<file path="src/rtl/obi_sram_shim.sv">
// rtl/obi_sram_shim.sv - OBI subordinate endpoint bridging to a single-port SRAM with 1-cycle read latency

package obi_pkg;
    typedef struct packed {
        int unsigned AddrWidth;
        int unsigned DataWidth;
        int unsigned IdWidth;
        bit          UseRReady;
        bit          Integrity;
        bit          UseAtop;
    } obi_cfg_t;

    localparam obi_cfg_t ObiDefaultConfig = '{
        AddrWidth: 32, DataWidth: 32, IdWidth: 4,
        UseRReady: 1'b1, Integrity: 1'b0, UseAtop: 1'b0
    };

    typedef struct packed {
        logic [31:0] addr;
        logic        we;
        logic [3:0]  be;
        logic [31:0] wdata;
        logic [3:0]  aid;
    } obi_a_chan_t;

    typedef struct packed {
        logic        req;
        obi_a_chan_t a;
        logic        rready;
    } obi_req_t;

    typedef struct packed {
        logic [31:0] rdata;
        logic [3:0]  rid;
        logic        err;
    } obi_r_chan_t;

    typedef struct packed {
        logic        gnt;
        logic        rvalid;
        obi_r_chan_t r;
    } obi_rsp_t;
endpackage

module obi_sram_shim #(
    parameter obi_pkg::obi_cfg_t ObiCfg        = obi_pkg::ObiDefaultConfig,
    parameter type               obi_req_t     = obi_pkg::obi_req_t,
    parameter type               obi_rsp_t     = obi_pkg::obi_rsp_t,
    parameter int unsigned       NumMaxTrans   = 2,
    parameter longint unsigned   BaseAddr      = 0,
    parameter int unsigned       SramAddrWidth = 10,
    localparam int unsigned      DataWidth     = ObiCfg.DataWidth
) (
    input  logic                     clk_i,
    input  logic                     rst_ni,
    input  obi_req_t                 obi_req_i,
    output obi_rsp_t                 obi_rsp_o,
    output logic                     sram_req_o,
    output logic                     sram_we_o,
    output logic [SramAddrWidth-1:0] sram_addr_o,
    output logic [DataWidth-1:0]     sram_wdata_o,
    output logic [DataWidth/8-1:0]   sram_be_o,
    input  logic [DataWidth-1:0]     sram_rdata_i
);
    localparam int unsigned AW       = ObiCfg.AddrWidth;
    localparam int unsigned IW       = ObiCfg.IdWidth;
    localparam int unsigned ByteBits = $clog2(DataWidth / 8);
    localparam int unsigned CntW     = $clog2(NumMaxTrans + 1);
    localparam int unsigned PtrW     = (NumMaxTrans > 1) ? $clog2(NumMaxTrans) : 1;
    localparam logic [AW-1:0]   BaseA   = AW'(BaseAddr);
    localparam logic [CntW-1:0] MaxCnt  = CntW'(NumMaxTrans);
    localparam logic [PtrW-1:0] LastIdx = PtrW'(NumMaxTrans - 1);

    typedef struct packed {
        logic [DataWidth-1:0] rdata;
        logic [IW-1:0]        rid;
        logic                 err;
    } entry_t;

    logic [AW-1:0]       offset;
    logic [ByteBits-1:0] unused_offset;
    logic                in_range, gnt, sram_hit, rvalid, r_hs;
    logic [CntW-1:0]     cnt, fcnt;
    logic                pend_valid, pend_err, pend_we;
    logic [IW-1:0]       pend_aid;
    entry_t              pend_entry, head;
    entry_t              fifo_mem [NumMaxTrans];
    logic [PtrW-1:0]     wptr, rptr;
    logic                fifo_empty, fifo_full, push, pop_fifo;

    // Offset is modular; addresses below the base wrap and are also rejected explicitly.
    assign offset        = obi_req_i.a.addr - BaseA;
    assign unused_offset = offset[ByteBits-1:0];
    assign in_range      = (obi_req_i.a.addr >= BaseA) &&
                           (offset[AW-1:ByteBits+SramAddrWidth] == '0);

    assign gnt      = obi_req_i.req && (cnt < MaxCnt) && rst_ni;
    assign sram_hit = gnt && in_range;

    assign sram_req_o   = sram_hit;
    assign sram_we_o    = sram_hit && obi_req_i.a.we;
    assign sram_addr_o  = sram_hit ? offset[ByteBits +: SramAddrWidth] : '0;
    assign sram_wdata_o = sram_hit ? obi_req_i.a.wdata : '0;
    assign sram_be_o    = sram_hit ? obi_req_i.a.be : '0;

    assign fifo_empty = (fcnt == '0);
    assign fifo_full  = (fcnt == MaxCnt);
    assign rvalid     = !fifo_empty || pend_valid;
    assign r_hs       = rvalid && obi_req_i.rready;
    assign pop_fifo   = r_hs && !fifo_empty;
    // The pending entry skips the FIFO when it is presented and consumed in the same cycle.
    assign push       = pend_valid && !(fifo_empty && r_hs);

    always_comb begin
        pend_entry     = '0;
        pend_entry.rid = pend_aid;
        pend_entry.err = pend_err;
        if (!pend_err && !pend_we) begin
            pend_entry.rdata = sram_rdata_i;
        end
    end

    assign head = fifo_empty ? pend_entry : fifo_mem[rptr];

    always_comb begin
        obi_rsp_o        = '0;
        obi_rsp_o.gnt    = gnt;
        obi_rsp_o.rvalid = rvalid;
        if (rvalid) begin
            obi_rsp_o.r.rdata = head.rdata;
            obi_rsp_o.r.rid   = head.rid;
            obi_rsp_o.r.err   = head.err;
        end
    end

    always_ff @(posedge clk_i or negedge rst_ni) begin
        if (!rst_ni) begin
            cnt        <= '0;
            fcnt       <= '0;
            wptr       <= '0;
            rptr       <= '0;
            pend_valid <= 1'b0;
            pend_err   <= 1'b0;
            pend_we    <= 1'b0;
            pend_aid   <= '0;
        end else begin
            if (gnt && !r_hs) begin
                cnt <= cnt + CntW'(1);
            end else if (!gnt && r_hs) begin
                cnt <= cnt - CntW'(1);
            end
            pend_valid <= gnt;
            pend_err   <= gnt && !in_range;
            pend_we    <= gnt && obi_req_i.a.we;
            pend_aid   <= gnt ? obi_req_i.a.aid : '0;
            if (push) begin
                wptr <= (wptr == LastIdx) ? '0 : wptr + PtrW'(1);
            end
            if (pop_fifo) begin
                rptr <= (rptr == LastIdx) ? '0 : rptr + PtrW'(1);
            end
            if (push && !pop_fifo) begin
                fcnt <= fcnt + CntW'(1);
            end else if (!push && pop_fifo) begin
                fcnt <= fcnt - CntW'(1);
            end
        end
    end

    always_ff @(posedge clk_i) begin
        if (push) begin
            fifo_mem[wptr] <= pend_entry;
        end
    end

    // The credit counter bounds outstanding entries, so a push into a full FIFO is a design bug.
    assert property (@(posedge clk_i) disable iff (!rst_ni) !(push && fifo_full));

endmodule

</file>
<file path="config.mk">
export PLATFORM = sky130hd
export DESIGN_NAME = obi_sram_shim
export DESIGN_NICKNAME = d
export VERILOG_FILES = /design/src/rtl/obi_sram_shim.sv
export SDC_FILE = /design/constraint.sdc
export NUM_CORES = 1
export LEC_CHECK = 0
export CORE_ASPECT_RATIO = 1.25
export CORE_MARGIN = 2
export CORE_UTILIZATION = 46
export CTS_BUF_LIST = sky130_fd_sc_hd__clkbuf_2
export DETAILED_ROUTE_END_ITERATION = 7
export GPL_TIMING_DRIVEN = 0
export PLACE_DENSITY = 0.88
export REMOVE_ABC_BUFFERS = 1
export SKIP_LAST_GASP = 1
export SLEW_MARGIN = 20
export SYNTH_ARGS = -nofsm -noshare
export SYNTH_HDL_FRONTEND = slang
export SYNTH_SLANG_ARGS = --single-unit
</file>
<file path="constraint.sdc">
create_clock -name clk_i -period 6 [get_ports clk_i]
set_input_delay 0.9 -clock clk_i [delete_from_list [all_inputs] [get_ports clk_i]]
set_output_delay 0.9 -clock clk_i [all_outputs]
set_load 0.02 [all_outputs]
</file>
==> results.yml, run 1 <==
outcome:
  outcome: "complete, no violations"
setup_path:
  worst-r2r-setup-slack_ns: 3.75
  crit_cells: 6
  end_kind: "primary output"
  cp.required_ns: 5.10
  crit_fanout: 27
  crit_family: "buffers and inverters"
  crit_top_cell: "clkdlybuf4s50_1"
  arrival_ns: 3.60
  crit_type: "input pin to primary output"
  crit_buf_inv: 3
  rr_worst_depth: 4
  reg2reg_to: "fifo_mem[1][22]"
  cp-startpoint: "obi_req_i[68]"
  startpoint_type: "input pin"
  rr_startpoint: "fcnt[1]"
  crit_slowest_cell: "clkdlybuf4s50_1"
  cp_cell_sequence: "clkdlybuf4s50_1 -> nor4_1 -> nand3_2 -> buf_16 -> nor3_1 -> clkdlybuf4s50_1"
  max_stage_delay_ns: 0.68
  crit_end: "sram_wdata_o[11]"
die:
  die_w_um: 90.32
  start_util: 0.4720
  die-area_um2: 10110
  core_um2: 9076
  die_y_um: 111.9
  num_io_pins: 196
  rows: 39
pwr:
  finalPower_mw: 1.903
  peakVddDrop_v: 0.0001167
  p_leak_nw: 2.456
  power_density_nw_per_um2: 289.3
finish:
  drive_above_1_share: 0.07350
  num_antenna_cells: 0
  nets: 690
  regArea_um2: 2549
  area_growth_pct: 53.53
  fin_cells: 708
  multi_input_comb_area_um2: 1494
  fillers: 641
  fin_area_um2: 6578
drt:
  via_count: 3663
  finalWirelength_um: 11320
  drc_errors: 0
  wl_per_cell_um: 15.99
  ant_nets: 0
  routed_via_density: 5.174
  drtPass1Iterations: 4
  drtIter0Drc: 116
global_route:
  grt_pass1_vias: 3718
  overflow: 0
  grt_pass1_wl_um: 18130
  grt-busiest-layer: "met2"
  grt_max_degree: 38
  antenna_found_initial: 0
  met1_usage: 0.2909
  met2_usage: 0.3659
  met3_usage: 0.05007
  grtUsageTotal: 0.2246
placement:
  dp.cells: 692
  hpwl_um: 8517
  place_congestion: 0.7371
  portBuffers: 193
  place_area_um2: 6449
cts:
  path_clk_slew_ns: 0.21
  clock-sinks: 87
  cts_root_buffer: "clkbuf_2"
  postCtsHoldBufs: 0
  postCtsSetupRepairBufs: 0
  insertion_delay_ns: 0.53
  htree_levels: 3
  post_cts_resized: 0
  numCtsBuffers: 9
  cts_tree: "yes"
  cts.path.max_buffers: 2
hold_path:
  worstHoldStart: "cnt[1]"
  min_path_type: "flip-flop to flip-flop"
timing:
  rsz0062_at_grt: "false"
  worst_pin_slew_ns: 0.7838
  finClkSkew_ns: 0.01783
  setup_viol_count_final: 0
  finalCriticalPeriod_ns: 4.496
  setup_tns_ns: 0
  max_slew_margin: 0.4720
  timing.fmax_mhz: 222.4
  post-route-period-util: 0.7493
  whs_ns: 0.4890
  finalHoldViolCount: 0
  drv_slew: 0
synth:
  syn_area_um2: 4284
  ys_seq_area_frac: 0.5946
  yosysUniqueCellTypes: 29
  yosys_warnings: 0
  synth_cells: 401
  ys_seq_elements: 87
  syn_area_per_cell_um2: 10.68
flow_run:
  cap_violations: 0
==> through the flow <==
| step | setup slack (ns) | util |
|---|---|---|
| finish | 1.504 | 0.7247 |
| global route | 1.318 | 0.7247 |
| CTS | 1.468 | 0.7247 |
| detailed placement | 1.453 | 0.7105 |
| global placement | 0.07671 | 0.6856 |
| floorplan | 1.955 | - |
==> cell usage after synthesis (all sizes together) <==
library cell | number | area (µm²)
a21oi | 4 | 20.02
and2 | 5 | 31.28
and3b | 2 | 17.52
buf | 11 | 65.05
clkbuf | 22 | 82.58
dfrtp | 13 | 325.3
edfxtp | 74 | 2222
ha | 1 | 12.51
inv | 35 | 131.4
mux2i | 38 | 380.4
nand2 | 83 | 311.6
nand2b | 2 | 12.51
nand3 | 5 | 25.02
nor2 | 6 | 22.52
nor2b | 1 | 6.260
nor3 | 48 | 290.3
nor3b | 1 | 7.510
nor4 | 5 | 31.28
o21a | 1 | 7.510
o21ai | 5 | 25.02
o22ai | 32 | 200.2
or2 | 1 | 6.260
or3 | 1 | 6.260
xnor2 | 3 | 26.28
xor2 | 2 | 17.52
==> where the power goes <==
part / internal [mW] / switching [mW] / total [mW]
registers: 0.736 / 0.0688 / 0.804
logic: 0.386 / 0.389 / 0.775
clock network: 0.139 / 0.185 / 0.324
total: 1.26 / 0.642 / 1.90
==> placed cells by master, fill, tap and decap left out, drive strengths merged <==
cell type / count
nand2: 83
or2: 1
clkbuf: 11
nor4: 5
nor3: 48
o21ai: 5
and2: 5
nor2b: 1
o22ai: 32
nor3b: 1
xnor2: 3
nand3: 5
clkdlybuf4s50: 193
bufinv: 2
a21oi: 4
edfxtp: 74
clkinv: 3
xor2: 2
buf: 8
ha: 1
or3: 1
mux2i: 38
dfrtp: 13
nor2: 6
and3b: 2
inv: 35
o21a: 1
nand2b: 2
==> layout make-up <==
type,count,area share
Tap cell,123,0.02340
Sequential cell,87,0.3875
Timing Repair Buffer,201,0.3224
Inverter,35,0.01997
Clock inverter,5,0.01122
Clock buffer,11,0.008370
Multi-Input combinational cell,246,0.2271
==> cell families after synthesis <==
group	count (synthesis)	synth area share
buffers and inverters	68	0.06513
multiplexers	38	0.08878
AO/OA/AOI/OAI	42	0.05899
XOR/XNOR	5	0.01022
AND/OR/NAND/NOR	160	0.1793
flip-flops	87	0.5946
adder cells (fa/ha/maj)	1	0.002920
==> worst min-delay path by stage <==
| stage | endpoint | slack [ns] | cells past startpoint |
|---|---|---|---|
| CTS | cnt[1] | 0.49 | 1 |
| detailed placement | fifo_mem[0][4] | 0.46 | 0 |
| floorplan | cnt[1] | 0.43 | 1 |
| global placement | fifo_mem[0][4] | 0.45 | 0 |
| finish | cnt[1] | 0.49 | 1 |
| global route | cnt[1] | 0.51 | 1 |
==> sequential cells by signal (all words and copies together), names as in the netlist <==
register    cells
rptr            1
fcnt            2
pend_aid        4
wptr            1
cnt             2
pend_we         1
fifo_mem       74
pend_valid      1
pend_err        1
==> metal layers <==
layer  vias up  wire length (µm)  part of all wire
li1       1771                 -                 -
met1      1694              4705              0.42
met2       178              5483              0.48
met3        20               890             0.079
met4         0               242             0.021
met5         -                 0                 0
(Power assumes the default switching activity.)
==> inputs of run 2 (changes only) <==
Settings changed: CORE_UTILIZATION 46 to 39, PLACE_DENSITY 0.88 to 0.79.
Clock period 6 ns to 3.62 ns, I/O delays scaled along.
==> run 2 against run 1 <==
  * Core utilization fell by 11 points
  * Clock-buffer cell count fell by 2
  * Register-to-register slack got worse by 2.4 ns
  * Largest cell class unchanged
  * Largest power group unchanged
  * Highest routed layer unchanged
==> results.yml, run 2 (same netlist as run 1, synthesis figures left out) <==
die:
  core_um2: 10670
  start_util: 0.4016
  die_y_um: 121.2
  die_w_um: 97.75
  die-area_um2: 11840
  rows: 42
  num_io_pins: 196
finish:
  largest-register: "fifo_mem"
  multi_input_comb_area_um2: 1562
  fin_util: 0.6185
  largest_reg_flops: 74
  fin_area_um2: 6598
  fillers: 903
  top_regs: "fifo_mem x74, pend_aid x4"
  regArea_um2: 2549
  final_common_cell: "clkdlybuf4s50_1"
  drive_above_1_share: 0.07836
  num_antenna_cells: 0
  nets: 692
  layout_common_cells: "clkdlybuf4s50_1 (192), nand2_1 (81), edfxtp_1 (74)"
  fin_cells: 719
  area_growth_pct: 54.00
timing:
  worst_pin_slew_ns: 0.7882
  max_slew_margin: 0.4690
  rsz0062_at_grt: "false"
  post-route-period-util: 0.9384
  finalHoldViolCount: 0
  setup_viol_count_final: 0
  timing.fmax_mhz: 294.4
  drv_slew: 0
  finalCriticalPeriod_ns: 3.397
  fin_ws_ns: 0.2230
  finClkSkew_ns: 0.01970
global_route:
  grt_max_degree: 44
  grtUsageTotal: 0.1999
  antenna_found_initial: 0
  grt_pass1_vias: 3692
  grt_pass1_wl_um: 18540
  overflow: 0
setup_path:
  end_kind: "primary output"
  worst-r2r-setup-slack_ns: 1.37
  startpoint_type: "input pin"
  rr_worst_depth: 4
  crit_end: "sram_wdata_o[0]"
  reg2reg_to: "fifo_mem[1][7]"
  cp.required_ns: 3.08
  arrival_ns: 2.85
  cp-startpoint: "obi_req_i[64]"
  rr_startpoint: "fcnt[0]"
  crit_fanout: 24
  crit_type: "input pin to primary output"
placement:
  place_ws_ns: -0.2187
  portBuffers: 193
  hpwl_um: 8976
  place_congestion: 0.7975
  dp.cells: 700
  place_area_um2: 6439
hold_path:
  min_path_type: "flip-flop to flip-flop"
cts:
  insertion_delay_ns: 0.53
  clock-sinks: 87
  path_clk_slew_ns: 0.21
  cts_tree: "yes"
  htree_levels: 3
  cts.path.max_buffers: 2
  cts_root_buffer: "clkbuf_2"
  numCtsBuffers: 9
drt:
  ant_nets: 0
  finalWirelength_um: 11910
  routed_via_density: 5.122
  wl_per_cell_um: 16.56
  via_count: 3683
  drtIter0Drc: 146
  drtPass1Iterations: 4
  drc_errors: 0
flow_run:
  cap_violations: 0
pwr:
  power_density_nw_per_um2: 454.9
  p_leak_nw: 2.436
  peakVddDrop_v: 0.0001883
  finalPower_mw: 3.001
outcome:
  outcome: "complete, no violations"
## run 2: repair_timing
action / 4_1_cts / 5_1_grt
resized for setup: 3 / 7
hold buffers: 0 / 1
setup endpoints to repair: 61 / 8
buffers inserted: 1 / 0
pin swaps: 1 / 1
endpoints found under the hold margin: 0 / 13
gates cloned: 0 / 1
## run 2: layout make-up
type,instances,area share
flip-flops and latches,87,0.3863
repair buffers,202,0.3194
multi-input cells,247,0.2367
well taps,132,0.02503
inverters,35,0.01991
clock buffers,9,0.006827
clock inverters,7,0.005879
## run 2: routing by layer
| layer | global-route usage | up-vias | part of all wire |
|---|---|---|---|
| li1 | - | 1766 | - |
| met1 | 0.2525 | 1717 | 0.42 |
| met2 | 0.3349 | 180 | 0.48 |
| met3 | 0.05645 | 20 | 0.076 |
| met4 | 0.06163 | 0 | 0.019 |
| met5 | 0 | - | 0 |
## run 2: how the worst min path moves through the flow
stage,endpoint,slack [ns],depth (start not counted),start
floorplan,cnt[0],0.25,0,rst_ni
global placement,cnt[1],0.45,1,cnt[1]
detailed placement,fifo_mem[0][4],0.46,0,pend_aid[3]
CTS,pend_aid[1],0.08,1,rst_ni
global route,pend_aid[2],0.48,2,obi_req_i[3]
finish,cnt[1],0.49,1,cnt[1]
## run 2: worst max-delay path: stages
cell,delay (ns)
clkdlybuf4s50_1,0.46
nor4_4,0.42
nand3_4,0.25
buf_16,0.24
nor3_1,0.20
clkdlybuf4s50_1,0.73
## run 2: stage by stage
stage	hold WS (ns)	setup TNS [ns]
finish	0.4909	0
floorplan	0.2474	-1.596
CTS	0.08199	0
detailed placement	0.4641	-1.510
global placement	0.4535	-160.02
global route	0.4796	0
## run 2: power breakdown
group	switching (mW)	internal (mW)	leakage, nW
sequential	0.111	1.22	0.846
combinational	0.645	0.631	1.53
clock	0.310	0.0853	0.0586
total	1.07	1.94	2.44
